`src/rtl/stage_pkg.sv`:
```
// ============================================================================
// Module      : stage_pkg
// Description : Shared types and constants for the SCU pipeline stages.
// Revision    : 1.0 - initial release
// ============================================================================
`default_nettype none

package stage_pkg;

    localparam int DEF_WIDTH = 32;
    localparam int DEF_RW    = 6;

    localparam logic [2:0] ALUOP_ADD   = 3'b000;
    localparam logic [2:0] ALUOP_SUB   = 3'b001;
    localparam logic [2:0] ALUOP_NEG   = 3'b010;
    localparam logic [2:0] ALUOP_PASSA = 3'b011;
    localparam logic [2:0] ALUOP_PASSB = 3'b100;
    localparam logic [2:0] ALUOP_AND   = 3'b101;
    localparam logic [2:0] ALUOP_OR    = 3'b110;
    localparam logic [2:0] ALUOP_XOR   = 3'b111;

    // ID/EX control bundle shared by the decode, execute and memory stages
    typedef struct packed {
        logic       brz;
        logic       brn;
        logic       j;
        logic       regw;
        logic       wai;
        logic       memw;
        logic       memr;
        logic       alusrc;
        logic [2:0] aluop;
    } id_ex_ctrl_t;

    typedef enum logic [0:0] {
        RUN    = 1'b0,
        SQUASH = 1'b1
    } squash_state_t;

endpackage

`default_nettype wire

```
`src/rtl/alu.sv`:
```
// ============================================================================
// Module      : alu
// Description : Combinational eight-operation ALU, arithmetic modulo 2^WIDTH.
// Revision    : 1.0 - initial release
// ============================================================================
`default_nettype none

module alu
    import stage_pkg::*;
#(
    parameter int WIDTH = DEF_WIDTH
) (
    input  logic [WIDTH-1:0] a,
    input  logic [WIDTH-1:0] b,
    input  logic [2:0]       op,
    output logic [WIDTH-1:0] result
);

    always_comb begin
        result = '0;
        case (op)
            ALUOP_ADD:   result = a + b;
            ALUOP_SUB:   result = a - b;
            ALUOP_NEG:   result = '0 - a;
            ALUOP_PASSA: result = a;
            ALUOP_PASSB: result = b;
            ALUOP_AND:   result = a & b;
            ALUOP_OR:    result = a | b;
            ALUOP_XOR:   result = a ^ b;
            default:     result = '0;
        endcase
    end

endmodule

`default_nettype wire

```
`src/rtl/stage3.sv`:
```
// ============================================================================
// Module      : stage3
// Description : Execute stage - ALU, Z/N flags, branch resolution, EX/MEM reg.
// Revision    : 1.0 - initial release
// ============================================================================
`default_nettype none

module stage3
    import stage_pkg::*;
#(
    parameter int WIDTH = DEF_WIDTH,
    parameter int RW    = DEF_RW
) (
    input  logic             clk,
    input  logic             rst_n,
    input  logic             in_valid,
    input  logic [WIDTH-1:0] in_imm,
    input  logic [RW-1:0]    in_rd,
    input  logic [WIDTH-1:0] in_rd1,
    input  logic [WIDTH-1:0] in_rd2,
    input  logic [WIDTH-1:0] in_PC,
    input  logic             in_brz,
    input  logic             in_brn,
    input  logic             in_j,
    input  logic             in_regw,
    input  logic             in_wai,
    input  logic             in_memw,
    input  logic             in_memr,
    input  logic             in_alusrc,
    input  logic [2:0]       in_aluop,
    input  logic             mem_stall,
    output logic             out_valid,
    output logic [WIDTH-1:0] out_alu,
    output logic [WIDTH-1:0] out_rd2,
    output logic [RW-1:0]    out_rd,
    output logic             out_regw,
    output logic             out_memw,
    output logic             out_memr,
    output logic             out_flush,
    output logic [WIDTH-1:0] out_target,
    output logic             out_z,
    output logic             out_n
);

    id_ex_ctrl_t      w_ctrl;
    squash_state_t    r_state;
    logic [WIDTH-1:0] w_b;
    logic [WIDTH-1:0] w_alu;
    logic [WIDTH-1:0] w_result;
    logic             w_accept;
    logic             w_branch;
    logic             w_taken;
    logic             w_flag_we;

    assign w_ctrl = '{brz: in_brz, brn: in_brn, j: in_j, regw: in_regw,
                      wai: in_wai, memw: in_memw, memr: in_memr,
                      alusrc: in_alusrc, aluop: in_aluop};

    assign w_b = w_ctrl.alusrc ? in_imm : in_rd2;

    alu #(.WIDTH(WIDTH)) u_alu (
        .a      (in_rd1),
        .b      (w_b),
        .op     (w_ctrl.aluop),
        .result (w_alu)
    );

    assign w_result  = w_ctrl.wai ? in_PC : w_alu;
    // The wrong-path slot behind a taken branch is dropped while in SQUASH
    assign w_accept  = in_valid & ~mem_stall & (r_state == RUN);
    assign w_branch  = w_ctrl.brz | w_ctrl.brn | w_ctrl.j;
    assign w_taken   = w_accept & (w_ctrl.j | (w_ctrl.brz & out_z) | (w_ctrl.brn & out_n));
    assign w_flag_we = w_accept & w_ctrl.regw & ~w_ctrl.memr & ~w_ctrl.wai;

    always_ff @(posedge clk) begin
        if (!rst_n) begin
            r_state    <= RUN;
            out_valid  <= 1'b0;
            out_alu    <= '0;
            out_rd2    <= '0;
            out_rd     <= '0;
            out_regw   <= 1'b0;
            out_memw   <= 1'b0;
            out_memr   <= 1'b0;
            out_flush  <= 1'b0;
            out_target <= '0;
            out_z      <= 1'b0;
            out_n      <= 1'b0;
        end else if (mem_stall) begin
            out_flush  <= 1'b0;
        end else begin
            out_valid  <= w_accept;
            out_alu    <= w_result;
            out_rd2    <= in_rd2;
            out_rd     <= in_rd;
            out_regw   <= w_accept & w_ctrl.regw & ~w_branch;
            out_memw   <= w_accept & w_ctrl.memw & ~w_branch;
            out_memr   <= w_accept & w_ctrl.memr & ~w_branch;
            out_flush  <= w_taken;
            if (w_taken) begin
                out_target <= in_rd1;
            end
            if (w_flag_we) begin
                out_z <= (w_result == '0);
                out_n <= w_result[WIDTH-1];
            end
            r_state    <= w_taken ? SQUASH : RUN;
        end
    end

endmodule

`default_nettype wire

```
`config.mk`:
```
export PLATFORM = sky130hd
export DESIGN_NAME = stage3
export DESIGN_NICKNAME = d
export VERILOG_FILES = /design/src/rtl/stage_pkg.sv /design/src/rtl/alu.sv /design/src/rtl/stage3.sv
export SDC_FILE = /design/constraint.sdc
export NUM_CORES = 1
export LEC_CHECK = 0
export ABC_CLOCK_PERIOD_IN_PS = 6300
export CAP_MARGIN = 25
export CORE_MARGIN = 1.5
export CORE_UTILIZATION = 45
export DETAILED_ROUTE_END_ITERATION = 8
export PLACE_DENSITY = 0.86
export SLEW_MARGIN = 20
export SYNTH_ARGS = -nofsm -noshare
export SYNTH_HDL_FRONTEND = slang
export SYNTH_SLANG_ARGS = --single-unit
export TNS_END_PERCENT = 1
```
`constraint.sdc`:
```
create_clock -name clk -period 6.3 [get_ports clk]
set_clock_uncertainty 0.05 [all_clocks]
set_input_delay 1.26 -clock clk [delete_from_list [all_inputs] [get_ports clk]]
set_output_delay 1.26 -clock clk [all_outputs]
set_load 0.02 [all_outputs]
```
### Yosys cells after proc, flatten, opt, wreduce, memory -nomap -nowiden

Index checks and enable logic that the tools add are counted.

* output and inout port bits: 109
* bits of input ports: 149
* ROM bits: 0
* logic and storage cells: 57
* bits in writable memories: 0
* memories: 0
* register bits: 110
* bits in latches: 0

* muxes and demuxes: 4
* $add $sub $neg: 3
* bitwise logic cells: 26
* divide/modulo/power cells: 0
* equal/unequal tests: 7
* multipliers: 0
* shift-type cells: 0
* magnitude comparators: 0
* reduce and logical (&&, ||, !) cells: 5

Operators by type and width (count)
* $pmux W32 S8: 1
* $mux W32: 2
* $add A32 B32 Y32: 1
* $and A32 B32 Y32: 1
* $logic_not A32 Y1: 1
* $or A32 B32 Y32: 1
* $sub A1 B32 Y32 const A: 1
* $sub A32 B32 Y32: 1
* $xor A32 B32 Y32: 1
* $and A1 B1 Y1: 13
* $eq A3 B3 Y1 const B: 4
* $eq A3 B2 Y1 const B: 2
* $not A1 Y1: 6
* $or A1 B1 Y1: 4
* $reduce_and A2 Y1: 2
* $eq A3 B1 Y1 const B: 1
* $logic_not A3 Y1: 1
* $reduce_or A2 Y1: 1
* $mux W1: 1

### Logic depth before layout (Yosys ltp)

* depth in word-level cells: 7
* mapped depth: 24

### By module

Synthesis repeated with hierarchy kept, for this count alone.

* cells, all modules: 1353
* area total of the unflattened synthesis: 10267.3 um2

Modules (own cells, without submodules)
* alu: area each 5541.6 um2, instances 1, cells each 821
* stage3: area each 4725.8 um2, instances 1, cells each 532

### Worst setup path before layout

Ideal clock, no wire load.

* kind: input-to-reg
* start point: input in_alusrc
* end point: register out_z
* path slack: 0.253 ns
* stages: 24
* data arrival time: 5.938 ns
* cell sequence: buf_6 > buf_8 > buf_2 > mux2i_1 > ha_1 > nand3_1 > or2_2 > nor3_1 > nand2_1 > nor3_1 > a21oi_1 > xnor2_1 > ha_1 > clkbuf_1 > and3_1 > a221o_1 > a21o_1 > a31o_2 > a21oi_1 > mux2i_1 > nor2_1 > nor4bb_1 > nand4_1 > nand2_1

* longest elaborated chain between the ends: 5
* elaborated cells between the ends (all ways): 9
* those cells by class: 2 x add/sub; 3 x mux; 3 x bitwise; 1 x reduce/logical

Ends and longest elaborated chain
* from (decl): RTL line stage3.sv:29 `input logic in_alusrc,`
* $mux W32 *: RTL line stage3.sv:59 `assign w_b = w_ctrl.alusrc ? in_imm : in_rd2;`
* $sub A32 B32 Y32, or another cell as far along: RTL line alu.sv:23 `ALUOP_SUB: result = a - b;`
* $pmux W32 S8 *: RTL line alu.sv:21 `case (op)`
* $mux W32 *: RTL line stage3.sv:68 `assign w_result = w_ctrl.wai ? in_PC : w_alu;`
* $logic_not A32 Y1 *: RTL line stage3.sv:104 `out_z <= (w_result == '0);`
* to (signal assigned): RTL line stage3.sv:104
* to (decl): RTL line stage3.sv:41 `output logic out_z,`

Every way passes the cells marked *; elsewhere a longest branch is shown, timed or not.
A chain may end at the register's enable or synchronous reset.

### Worst setup path after layout

* start point: input in_imm[7]
* end point: register out_z

* longest elaborated chain between the ends: 5
* elaborated cells between the ends (all ways): 9
* those cells by class: 2 x add/sub; 3 x mux; 3 x bitwise; 1 x reduce/logical

Ends and longest elaborated chain
* from (decl): RTL line stage3.sv:17 `input logic [WIDTH-1:0] in_imm,`
* $mux W32 *: RTL line stage3.sv:59
* $sub A32 B32 Y32, or another cell as far along: RTL line alu.sv:23
* $pmux W32 S8 *: RTL line alu.sv:21
* $mux W32 *: RTL line stage3.sv:68
* $logic_not A32 Y1 *: RTL line stage3.sv:104

Marks and branches as above.

==> impl_metrics.tcl <==
set metrics [dict create \
    status "finished, final reports clean" \
    switchingPower_mw 0.939 \
    diodes 0 \
    netlist_area_sq_um 11000 \
    yosys-top-cells-area "dfxtp_1 20%, ha_1 11%, mux2i_1 7.1%" \
    ys_ff_latch 110 \
    yosys_warnings 0 \
    wirelength_um 42200 \
    p_int_mw 1.49 \
    fillers 2160 \
    place_congestion 0.998 \
    synthAdderAreaFrac 0.112 \
    syn_area_per_cell_sq_um 7.66 \
    synthSimpleGateAreaFrac 0.247 \
    fin_area_sq_um 14400 \
    rows 56 \
    portBuffers 257 \
    slew_headroom 0.298 \
    grt_pass1_vias 11500 \
    vdd_drop_max_v 0.000142 \
    wire_per_inst_um 21.0 \
    grt_max_degree 111 \
    yosysSeqAreaShare 0.200 \
    synthArstFlopShare 0 \
    setup_tns_ns 0 \
    finalHoldViolCount 0 \
    hold_ws_ns 0.416 \
    dpl-instance-area_sq_um 14100 \
    synth_top_family_by_area "simple AND/OR/NAND/NOR gates" \
    die_h_um 159 \
    initial_utilization 0.464 \
    syn_to_final_growth_pct 31.4 \
    max_freq_mhz 167 \
    synth.area.mux_share 0.0953 \
    cp_max_fo 6 \
    power_frac_clock 0.240 \
    worstSetupStartpointType "input pin" \
    h-tree-depth 3 \
    fp.dieW_um 159 \
    fin_cells 2012 \
    yosysTopAreaCell "dfxtp_1" \
    dp_cells 1994 \
    busiest_layer "met2" \
    syn-instance-count 1435 \
    grt_pass1_wl_um 64900 \
    cts_buffer_depth 2 \
    cap_violations 0 \
    hp-class "flop to flop" \
    max_slew.worst_pin.slew_ns 1.04 \
    seq_power_share 0.311 \
    die_area_sq_um 25400 \
    power.density_nw_per_um2 168 \
    critPathKind "input pin to flop" \
    antenna_found_initial 1 \
    synth_flop_cell "dfxtp_1" \
    dp_hpwl_um 33000 \
    cts_buffers 9 \
    met2_usage 0.491 \
    finalSetupViolations 0 \
    first_iter_violations 1361 \
    synth_edf_count 0 \
    period_needed_ns 5.98 \
    drc 0 \
    drive_above_1_share 0.0821 \
    synth_xor_area_frac 0.0407 \
    pwr-share-comb 0.449 \
    setup.worst_path.end_class "flop" \
    use_met1 0.438 \
    via_per_inst 6.07 \
    io_pins 258 \
    cp_data_arrival_time_ns 6.25 \
    postCtsSetupBuffers 0 \
    gr-usage-met3 0.0789 \
    cts_tree "yes" \
    grt-ovfl-total 0 \
    p_leak_nw 5.85 \
    clkLatencyLatePin_ns 0.36 \
    num-nets-final 1935 \
    synth_top_area_frac 0.200 \
    synth_compound_area_frac 0.242 \
    reg2reg_slack_ns 3.80 \
    switching_share 0.387 \
    grt_use_total 0.323 \
    coreArea_sq_um 23700 \
    vias 12200 \
    drtAntennaViolNets 0 \
    rsz0062_at_grt "no" \
    drtPass1Iterations 8 \
    cp.required_ns 6.56 \
    final.period_utilization 0.950 \
    ys_types 86 \
    slew_viol_final 0 \
    clock_sinks 110 \
    syn_nets 1682 \
    ctsRootBufferMaster "clkbuf_16" \
    path_clk_slew_ns 0.08 \
]
==> power by group through the flow <==
| stage | logic, mW | clock network [mW] | registers, mW |
|---|---|---|---|
| 2_1_floorplan | 0.577 | 0 | 0.817 |
| 3_3_place_gp | 1.04 | 0 | 0.769 |
| 3_5_place_dp | 1.06 | 0 | 0.771 |
| 4_1_cts | 1.07 | 0.598 | 0.755 |
| 5_1_grt | 1.17 | 0.618 | 0.760 |
| 6_report | 1.09 | 0.583 | 0.755 |
==> flip-flops by register name (all words and copies together) (netlist names) <==
signal,count
out_n,1
out_flush,1
out_memw,1
r_state,1
out_memr,1
out_target,32
out_alu,32
out_regw,1
out_rd,6
out_rd2,32
out_z,1
out_valid,1
==> cell type report <==
| type | count | area, sq um | share of cell area |
|---|---|---|---|
| multi-input cells | 1152 | 8130 | 0.563 |
| clock inverters | 7 | 66.3 | 0.00459 |
| repair buffers | 329 | 3100 | 0.215 |
| well taps | 319 | 399 | 0.0276 |
| clock buffers | 9 | 225 | 0.0156 |
| inverters | 86 | 323 | 0.0224 |
| flip-flops and latches | 110 | 2200 | 0.152 |
==> routing by layer <==
metal	up-vias	part of all wire	routed length, um
met2	763	0.42	17900
li1	5706	-	-
met5	-	0	0
met4	0	0.036	1540
met1	5636	0.42	17500
met3	98	0.12	5190
==> cell usage after synthesis, types with 14 or more instances <==
| cell type | count |
|---|---|
| a21oi_1 | 74 |
| xnor2_1 | 49 |
| o21ai_0 | 78 |
| nor2_1 | 75 |
| a21o_1 | 15 |
| nand2b_1 | 22 |
| clkbuf_1 | 69 |
| a211oi_1 | 19 |
| ha_1 | 97 |
| and2_1 | 28 |
| mux2i_1 | 78 |
| o211ai_1 | 16 |
| inv_1 | 84 |
| nor2b_1 | 64 |
| nor3_1 | 37 |
| o31ai_1 | 14 |
| dfxtp_1 | 110 |
| nand3_1 | 35 |
| nand2_1 | 162 |
| a21boi_0 | 37 |
==> worst max-delay path: stages <==
cell             delay, ns
clkdlybuf4s50_1       0.43
or4b_2                0.69
and2_1                0.19
or2_2                 0.34
nor3_2                0.22
nand2_1               0.13
nor3_1                0.18
buf_4                 0.17
a21oi_1               0.08
xnor2_1               0.13
ha_1                  0.31
and3_1                0.23
a221o_1               0.33
a21o_1                0.20
a31o_2                0.24
a21oi_1               0.14
mux2i_1               0.29
nor2_1                0.09
nor4bb_1              0.36
nand4_1               0.13
nand2_1               0.08
==> path summary, 6_finish.rpt <==
check	from	to	cells past startpoint
worst min register to register	out_target[4]$_SDFFE_PN0P_	out_target[4]$_SDFFE_PN0P_	2
worst max register to register	r_state$_SDFFE_PN0N_	out_z$_SDFFE_PN0P_	8
worst max-delay path	in_imm[7]	out_z$_SDFFE_PN0P_	21
worst min-delay path	out_target[4]$_SDFFE_PN0P_	out_target[4]$_SDFFE_PN0P_	2
==> kinds of logic (layout without fill, tap and decap cells) <==
kind of cell	after synthesis	in the layout
fa+ha+maj	98	98
mux	96	96
flops	110	110
buf+inv	173	431
simple gates	521	521
xor+xnor	51	51
compound gates	386	386
==> stage by stage <==
stage,power [mW],worst slack (ns),util
final,2.43,0.315,0.610
after global routing,2.55,0.0448,0.610
after CTS,2.42,0.194,0.608
after detailed placement,1.83,-0.147,0.596
after global placement,1.81,0.0911,0.596
after floorplan,1.39,0.253,-
==> layout by cell type (no fill, tap or decap), types with 19 or more instances in the layout <==
cell type	count
buf_4	71
a21oi_1	72
and2_1	28
nor2b_1	64
nand2_1	162
a211oi_1	19
mux2i_1	78
clkdlybuf4s50_1	253
o21ai_0	78
a21boi_0	37
ha_1	97
nand2b_1	22
nor3_1	36
nor2_1	75
inv_1	84
dfxtp_1	110
nand3_1	35
xnor2_1	49
==> what timing repair did <==
item	4_1_cts	5_1_grt
gates resized for setup	0	4
hold buffers	0	0
endpoints found under the setup margin	0	2
(Power assumes the default switching activity.)
